**src/rtl/sram_req_ctrl.sv**
```systemverilog
// Request/response front end for the 512x32 1RW+1R OpenRAM macro.
// Maps two valid/ready request streams onto macro pins and returns read data through credit-managed FIFOs.

module sram_rsp_fifo #(
    parameter int unsigned DEPTH = 2,
    parameter int unsigned WIDTH = 32
) (
    input  logic                         clk,
    input  logic                         rst_n,
    input  logic                         push,
    input  logic [WIDTH-1:0]             push_data,
    input  logic                         pop_ready,
    output logic                         rsp_valid,
    output logic [WIDTH-1:0]             rsp_data,
    output logic [$clog2(DEPTH+1)-1:0]   count
);

    localparam int unsigned PTR_W = $clog2(DEPTH);
    localparam int unsigned CNT_W = $clog2(DEPTH + 1);

    logic [WIDTH-1:0] mem [DEPTH];
    logic [PTR_W-1:0] wr_ptr_q;
    logic [PTR_W-1:0] rd_ptr_q;
    logic [CNT_W-1:0] count_q;
    logic [CNT_W-1:0] count_d;
    logic             valid_q;
    logic [WIDTH-1:0] head_q;
    logic [WIDTH-1:0] head_d;
    logic             pop_c;

    assign pop_c     = pop_ready & valid_q;
    assign rsp_valid = valid_q;
    assign rsp_data  = head_q;
    assign count     = count_q;

    // Next head: the element behind the popped one, or the pushed word when it lands in an empty slot.
    always_comb begin
        count_d = count_q + CNT_W'(push) - CNT_W'(pop_c);
        head_d  = head_q;
        if (count_d == '0) begin
            head_d = '0;
        end else if (pop_c) begin
            head_d = (count_q == CNT_W'(1)) ? push_data : mem[rd_ptr_q + PTR_W'(1)];
        end else if (count_q == '0) begin
            head_d = push_data;
        end
    end

    always_ff @(posedge clk or negedge rst_n) begin
        if (!rst_n) begin
            wr_ptr_q <= '0;
            rd_ptr_q <= '0;
            count_q  <= '0;
            valid_q  <= 1'b0;
            head_q   <= '0;
        end else begin
            if (push) wr_ptr_q <= wr_ptr_q + PTR_W'(1);
            if (pop_c) rd_ptr_q <= rd_ptr_q + PTR_W'(1);
            count_q <= count_d;
            valid_q <= (count_d != '0);
            head_q  <= head_d;
        end
    end

    // Storage needs no reset; occupancy is tracked by the pointers.
    always_ff @(posedge clk) begin
        if (push) mem[wr_ptr_q] <= push_data;
    end

endmodule

module sram_req_ctrl #(
    parameter int unsigned ADDR_WIDTH = 9,
    parameter int unsigned DATA_WIDTH = 32,
    parameter int unsigned NUM_WMASKS = 4,
    parameter int unsigned RSP_DEPTH  = 2
) (
    input  logic                   clk,
    input  logic                   rst_n,

    input  logic                   a_req_valid,
    output logic                   a_req_ready,
    input  logic                   a_req_we,
    input  logic [NUM_WMASKS-1:0]  a_req_wmask,
    input  logic [ADDR_WIDTH-1:0]  a_req_addr,
    input  logic [DATA_WIDTH-1:0]  a_req_wdata,
    output logic                   a_rsp_valid,
    input  logic                   a_rsp_ready,
    output logic [DATA_WIDTH-1:0]  a_rsp_rdata,

    input  logic                   b_req_valid,
    output logic                   b_req_ready,
    input  logic [ADDR_WIDTH-1:0]  b_req_addr,
    output logic                   b_rsp_valid,
    input  logic                   b_rsp_ready,
    output logic [DATA_WIDTH-1:0]  b_rsp_rdata,

    output logic                   sram_csb0,
    output logic                   sram_web0,
    output logic [NUM_WMASKS-1:0]  sram_wmask0,
    output logic [ADDR_WIDTH-1:0]  sram_addr0,
    output logic [DATA_WIDTH-1:0]  sram_din0,
    input  logic [DATA_WIDTH-1:0]  sram_dout0,

    output logic                   sram_csb1,
    output logic [ADDR_WIDTH-1:0]  sram_addr1,
    input  logic [DATA_WIDTH-1:0]  sram_dout1
);

    localparam int unsigned CNT_W = $clog2(RSP_DEPTH + 1);

    logic             a_inflight_q;
    logic             b_inflight_q;
    logic [CNT_W-1:0] a_count;
    logic [CNT_W-1:0] b_count;
    logic [CNT_W:0]   a_used_c;
    logic [CNT_W:0]   b_used_c;
    logic             a_credit_c;
    logic             b_credit_c;
    logic             a_fire_c;
    logic             b_fire_c;
    logic             hazard_c;

    // Credit comes from registered state only, so a pop frees a slot one cycle later.
    assign a_used_c   = {1'b0, a_count} + (CNT_W+1)'(a_inflight_q);
    assign b_used_c   = {1'b0, b_count} + (CNT_W+1)'(b_inflight_q);
    assign a_credit_c = a_used_c < (CNT_W+1)'(RSP_DEPTH);
    assign b_credit_c = b_used_c < (CNT_W+1)'(RSP_DEPTH);

    assign a_req_ready = a_credit_c & rst_n;
    assign a_fire_c    = a_req_valid & a_req_ready;

    // Port B must not read a word that port A writes at the same edge.
    assign hazard_c    = a_fire_c & a_req_we & (a_req_addr == b_req_addr);
    assign b_req_ready = b_credit_c & rst_n & ~hazard_c;
    assign b_fire_c    = b_req_valid & b_req_ready;

    assign sram_csb0   = ~a_fire_c;
    assign sram_web0   = ~a_req_we;
    assign sram_wmask0 = a_req_wmask;
    assign sram_addr0  = a_req_addr;
    assign sram_din0   = a_req_wdata;
    assign sram_csb1   = ~b_fire_c;
    assign sram_addr1  = b_req_addr;

    // The macro drives dout on the negedge after the sampling edge; capture it one edge later.
    always_ff @(posedge clk or negedge rst_n) begin
        if (!rst_n) begin
            a_inflight_q <= 1'b0;
            b_inflight_q <= 1'b0;
        end else begin
            a_inflight_q <= a_fire_c & ~a_req_we;
            b_inflight_q <= b_fire_c;
        end
    end

    sram_rsp_fifo #(
        .DEPTH (RSP_DEPTH),
        .WIDTH (DATA_WIDTH)
    ) u_a_fifo (
        .clk       (clk),
        .rst_n     (rst_n),
        .push      (a_inflight_q),
        .push_data (sram_dout0),
        .pop_ready (a_rsp_ready),
        .rsp_valid (a_rsp_valid),
        .rsp_data  (a_rsp_rdata),
        .count     (a_count)
    );

    sram_rsp_fifo #(
        .DEPTH (RSP_DEPTH),
        .WIDTH (DATA_WIDTH)
    ) u_b_fifo (
        .clk       (clk),
        .rst_n     (rst_n),
        .push      (b_inflight_q),
        .push_data (sram_dout1),
        .pop_ready (b_rsp_ready),
        .rsp_valid (b_rsp_valid),
        .rsp_data  (b_rsp_rdata),
        .count     (b_count)
    );

endmodule

```
**config.mk**
```make
export PLATFORM = sky130hd
export DESIGN_NAME = sram_req_ctrl
export DESIGN_NICKNAME = d
export VERILOG_FILES = /design/src/rtl/sram_req_ctrl.sv
export SDC_FILE = /design/constraint.sdc
export NUM_CORES = 1
export LEC_CHECK = 0
export CAP_MARGIN = 0
export CORE_ASPECT_RATIO = 1.2
export CORE_MARGIN = 4
export CORE_UTILIZATION = 30
export DETAILED_ROUTE_END_ITERATION = 8
export PLACE_DENSITY = 0.59
export SYNTH_ARGS = -nofsm -noshare
export SYNTH_HDL_FRONTEND = slang
export SYNTH_SLANG_ARGS = --single-unit
```
**constraint.sdc**
```tcl
create_clock -name clk -period 4.2 [get_ports clk]
set_clock_uncertainty 0.05 [all_clocks]
set_input_delay 0.63 -clock clk [delete_from_list [all_inputs] [get_ports clk]]
set_output_delay 0.63 -clock clk [all_outputs]
set_load 0.005 [all_outputs]
```
==> Yosys cells after proc, flatten, opt, wreduce, memory -nomap -nowiden <==
Memory sizes are Yosys's and may differ from the RTL's.
Cells that the tools add are included.
Widths: inputs -> output; s select.
{ "word_totals": {"register_bits": 76, "latch_bits": 0, "mem_bits_rw": 128, "romBits": 0, "inputBits": 125, "wordCells": 63, "mem_count": 2} }
{ "op_classes": {"n_addsub": 10, "mul": 0, "div": 0, "n_lt_le_gt_ge": 2, "n_eq_ne": 3, "shift": 0, "mux": 12, "bitwise": 14, "n_reduce_logical": 8} }
{ "memory_table": {"columns": ["name", "depth", "word_bits", "rd", "rd_clocked_by_memory_dff", "write_ports", "line_no", "rtl"], "rows": [
  ["u_a_fifo.mem", 2, 32, 1, 0, 1, "21", "logic [WIDTH-1:0] mem [DEPTH];"],
  ["u_b_fifo.mem", 2, 32, 1, 0, 1, "21", null]
]} }
{ "ops": {"columns": ["op", "count"], "rows": [
  ["$mux 32", 8],
  ["$and 1x1->1", 10],
  ["$eq 9x9->1", 1],
  ["$logic_not 2->1", 4],
  ["$add 2x1->3", 2],
  ["$lt 3x2->1 const B", 2],
  ["$reduce_bool 3->1", 2],
  ["$add 1x1->1 const B", 4],
  ["$add 2x1->2", 2],
  ["$eq 2x1->1 const B", 2],
  ["$mux 1", 4],
  ["$not 1->1", 4],
  ["$reduce_bool 2->1", 2],
  ["$sub 2x1->2", 2]
]} }

==> Depth between registers and ports, before layout <==
{ "depth": {"word_depth": 10, "depth_mapped": 9, "ltp_nobuf": 8} }

==> Cells and area by module <==
A second synthesis with hierarchy kept.
{ "unflattened": {"hier_cells": 690, "hier_area_um2": 9606.7} }
{ "modules_own_cells": {"columns": ["mod", "n_inst", "cells_per_inst", "area_per_inst_um2", "seq_area_each_um2"], "rows": [
  ["sram_rsp_fifo", 2, 305, 4476.8, 2847.7],
  ["sram_req_ctrl", 1, 80, 653.1, 50.0]
]} }

==> Worst setup path before layout <==
No wires, ideal clock.
{ "synth_path": {"path_kind": "flip-flop to flip-flop", "startpoint": "register a_inflight_q", "endpoint": "memory u_a_fifo.mem[0][0], enable pin", "setup_time_ns": 0.425, "arrival_ns": 1.885, "t_required_ns": 3.725, "path_slack_ns": 1.840, "stages_incl_launch_ff": 2, "n_path_buf": 0, "synth_period_minus_slack_ns": 2.360, "cell_sequence": "dfrtp_1 > nor2b_1"} }
{ "synth_via": {"elab_chain_cells": 2} }
{ "synth_rtl": {"columns": ["element", "line_no", "rtl"], "rows": [
  ["start: declaration", "112", "logic a_inflight_q;"],
  ["start signal: assignment", "152", "a_inflight_q <= a_fire_c & ~a_req_we;"],
  ["$mux 1", "67", "if (push) mem[wr_ptr_q] <= push_data;"],
  ["$mux 1 (not written as such)", "67", null],
  ["end: declaration", "21", null]
]} }
Every way passes these cells.

==> Worst setup path after layout <==
{ "layout_path": {"startpoint": "input port rst_n", "endpoint": "output port sram_csb1"} }
{ "layout_via": {"elab_chain_cells": 8, "elab_cells_between_ends": 9, "classes_between": "bitwise: 9"} }
{ "layout_rtl": {"columns": ["element", "line_no", "rtl"], "rows": [
  ["start: declaration", "79", "input logic rst_n,"],
  ["$and 1x1->1", "130", "assign a_req_ready = a_credit_c & rst_n;"],
  ["$and 1x1->1", "131", "assign a_fire_c = a_req_valid & a_req_ready;"],
  ["$and 1x1->1 (2 in a row)", "134", "assign hazard_c = a_fire_c & a_req_we & (a_req_addr == b_req_addr);"],
  ["$not 1->1", "135", "assign b_req_ready = b_credit_c & rst_n & ~hazard_c;"],
  ["$and 1x1->1 *", "135", null],
  ["$and 1x1->1 *", "136", "assign b_fire_c = b_req_valid & b_req_ready;"],
  ["$not 1->1 *", "143", "assign sram_csb1 = ~b_fire_c;"],
  ["end: declaration", "105", "output logic sram_csb1,"]
]} }
Mark *: on every way between the ends. The rest lies on a longest branch, timed or not.

==> results.md <==
- Status: complete, no violations
- CTS Buf Count: 22
- CP Capture Type: output port
- Final instance area: 11330 um^2
- Via-to-Cell Ratio: 4.778
- Die width: 165.7 um
- RSZ-0062 raised after global routing: false
- CP required: 3.52 ns
- Largest net degree at the start of global routing: 65
- Register Area: 5748 um^2
- I/O pins: 250
- Nets: 928
- Worst EP arrival: 2.80 ns
- Setup TNS: 0 ns
- Most common cell in the synthesized netlist: edfxtp_1
- Met2 routed WL: 10890 um
- Mean post-synth cell area: 12.98 um^2
- Peak VDD IR: 0.3054 mV
- Synthesized flop and latch total: 204
- Startpoint Class: input port
- Grt ovf: 0
- Antenna violations before repair: 0
- Total power: 7.561 mW
- Post-synthesis net count: 817
- Routed WL: 22020 um
- Worst-Skew Late Latency: 0.50 ns
- DRC: 0
- Fin. Hold Viols: 0
- Drt wl/cell: 18.25 um
- Filler Cells Inserted: 2854
- # Post-CTS Setup Buffers: 0
- Top sig layer: met4
- Slew @ Worst Pin: 1.077 ns
- Pwr dens: 667.0 nW/um^2
- Most frequent cells after synthesis: edfxtp_1, dfrtp_1, nand2_1
- Ys flop type: edfxtp_1
- Top cell type's share of synthesized area: 42.93%
- DR WL met3: 1463 um
- First-pass DRT Iterations: 4
- Cells after Synth: 690
- Area leader, netlist: edfxtp_1
- H-tree depth: 1
- Worst Path Max Fanout: 16
- Die H: 197.2 um
- Leakage power: 4.096 nW
- Vias in the first global route: 6210
- Layout cells sized above 1: 9.302%
- Ys async rst share: 37.25%
- Critical path class: in -> out
- Hold slack: 0.4651 ns
- GP Congestion: 0.7021
- Synth area leaders: edfxtp_1, dfrtp_1, mux2i_1, buf_4, o211ai_1
- Number of synthesized flops with an enable pin: 128
- P&R area growth vs syn: 26.59%
- Synth Cell Area: 8954 um^2
- Final count of pins violating max slew: 0
- ANT nets after route: 0
- Antenna cells: 0
- I/O Buffers: 177
- Netlist cell types: 33
- Sequential element share of the synthesized area: 64.17%
- Yosys warns: 0
- M1 WL: 9403 um
- Core Area: 29530 um^2
- Clock Sinks: 204
- Final period util: 82.87%
- First-pass GRT wire length: 35250 um
- Area of the multi-input gates: 2524 um^2
- Starting Density: 30.32%
- Site row count: 69
- CTS clk-pin slew, worst paths: 0.06 ns
- Clock period minus worst slack: 3.480 ns
- DP Area: 10640 um^2
- Total number of vias: 5767
- DR iter-0 viols: 349
- Max cap viols: 0
- Post-DP HPWL: 13200 um
- Min-Delay Path Class: reg -> reg
- CTS tree: built
- Worst slew margin: 27.90%
- CTS max path bufs: 3
- Final setup fails: 0
- CTS root buf: clkbuf_16
- Fmax: 0.2873 GHz
- GRT Overall Usage: 13.18%
- Die area: 32680 um^2
==> critical path: stages <==
cell and delay, ns:
dlygate4sd3_1 0.52, buf_4 0.25, nand4b_1 0.20, nor4_1 0.50, or3_1 0.17, clkdlybuf4s50_1 0.51
==> placed cells by master (no fill, tap or decap), types with 2 or more instances in the layout <==
| master | instances |
|---|---|
| o211ai_1 | 53 |
| clkbuf_16 | 23 |
| and2_1 | 4 |
| nand3_1 | 65 |
| nand3b_1 | 2 |
| nor2b_4 | 2 |
| mux2i_1 | 64 |
| dfrtp_1 | 74 |
| clkinv_2 | 3 |
| edfxtp_1 | 128 |
| xnor2_1 | 13 |
| ha_1 | 2 |
| clkbuf_1 | 7 |
| xor2_1 | 4 |
| clkdlybuf4s50_1 | 176 |
| inv_1 | 4 |
| nor2_1 | 3 |
| nand2_1 | 73 |
| clkinv_1 | 4 |
| buf_4 | 14 |
| nand4_1 | 2 |
| a21oi_2 | 10 |
| nand2b_1 | 2 |
| nor2_2 | 3 |
| o211ai_2 | 11 |
| a21oi_1 | 54 |
| and2_2 | 2 |
| dfrtp_2 | 2 |
==> worst paths after layout <==
| check | start | end | slack (ns) | cells after the start |
|---|---|---|---|---|
| max | rst_n | sram_csb1 | 0.72 | 6 |
| min | u_b_fifo.rsp_data[8] | u_b_fifo.rsp_data[8] | 0.47 | 2 |
| max reg2reg | u_b_fifo.count[1] | u_b_fifo.rsp_data[19] | 1.78 | 5 |
| min reg2reg | u_b_fifo.rsp_data[8] | u_b_fifo.rsp_data[8] | 0.47 | 2 |
| max in group asynchronous | rst_n | u_b_fifo.rd_ptr_q | 2.35 | 3 |
| min in group asynchronous | rst_n | u_b_fifo.count[1] | 0.48 | 2 |
==> cell families after synthesis <==
| logic type | count (synthesis) | synth area share [%] |
|---|---|---|
| xor gates and xnor gates | 17 | 1.663 |
| DFF | 204 | 64.17 |
| adders and majority gates | 2 | 0.2794 |
| buffers and inverters | 108 | 8.063 |
| and+or+nand+nor | 164 | 8.496 |
| AOI/OAI and AO/OA | 131 | 10.17 |
| muxes | 64 | 7.155 |
==> sequential cells by signal, summed over array words and instances (netlist names) <==
register,flops
a_inflight_q,1
b_inflight_q,1
u_a_fifo.count,2
u_a_fifo.mem,64
u_a_fifo.rd_ptr_q,1
u_a_fifo.rsp_data,32
u_a_fifo.rsp_valid,1
u_a_fifo.wr_ptr_q,1
u_b_fifo.count,2
u_b_fifo.mem,64
u_b_fifo.rd_ptr_q,1
u_b_fifo.rsp_data,32
u_b_fifo.rsp_valid,1
u_b_fifo.wr_ptr_q,1
==> through the flow <==
stage               setup WS, ns  std cells  util, %
finish                    0.7195       1207    38.39
detailed placement        0.9729       1166    36.04
floorplan                  1.840        690        -
global route              0.4962       1207    38.39
global placement          0.9970       1166    36.04
CTS                       0.7030       1207    38.39
==> power by group <==
group          internal (mW)  switching, mW  total (mW)  leakage (nW)
Combinational           1.29           1.42        2.70          1.65
Clock                   1.08          0.772        1.85         0.331
Sequential              2.58          0.425        3.01          2.12
==> per-layer routing <==
layer / vias up / global-route usage, %
li1: 2699 / -
met1: 2858 / 16.71
met2: 184 / 23.08
met3: 26 / 3.223
met4: 0 / 2.781
met5: - / 0
==> area by class of cell <==
class                           count  area share, %
Sequential cell                   204          50.71
Multi-Input combinational cell    378          22.27
Timing Repair Buffer              191          16.56
Clock buffer                       31          5.431
Tap cell                          390          4.305
Clock inverter                      9         0.5961
Inverter                            4         0.1325
==> repair_timing <==
| item | 4_1_cts | 5_1_grt |
|---|---|---|
| endpoints found under the setup margin | 0 | 0 |
| resized for setup | 0 | 0 |
| hold endpoints to repair | 12 | 0 |
| hold buffers | 1 | 0 |
Power figures use the tool's default switching activity.
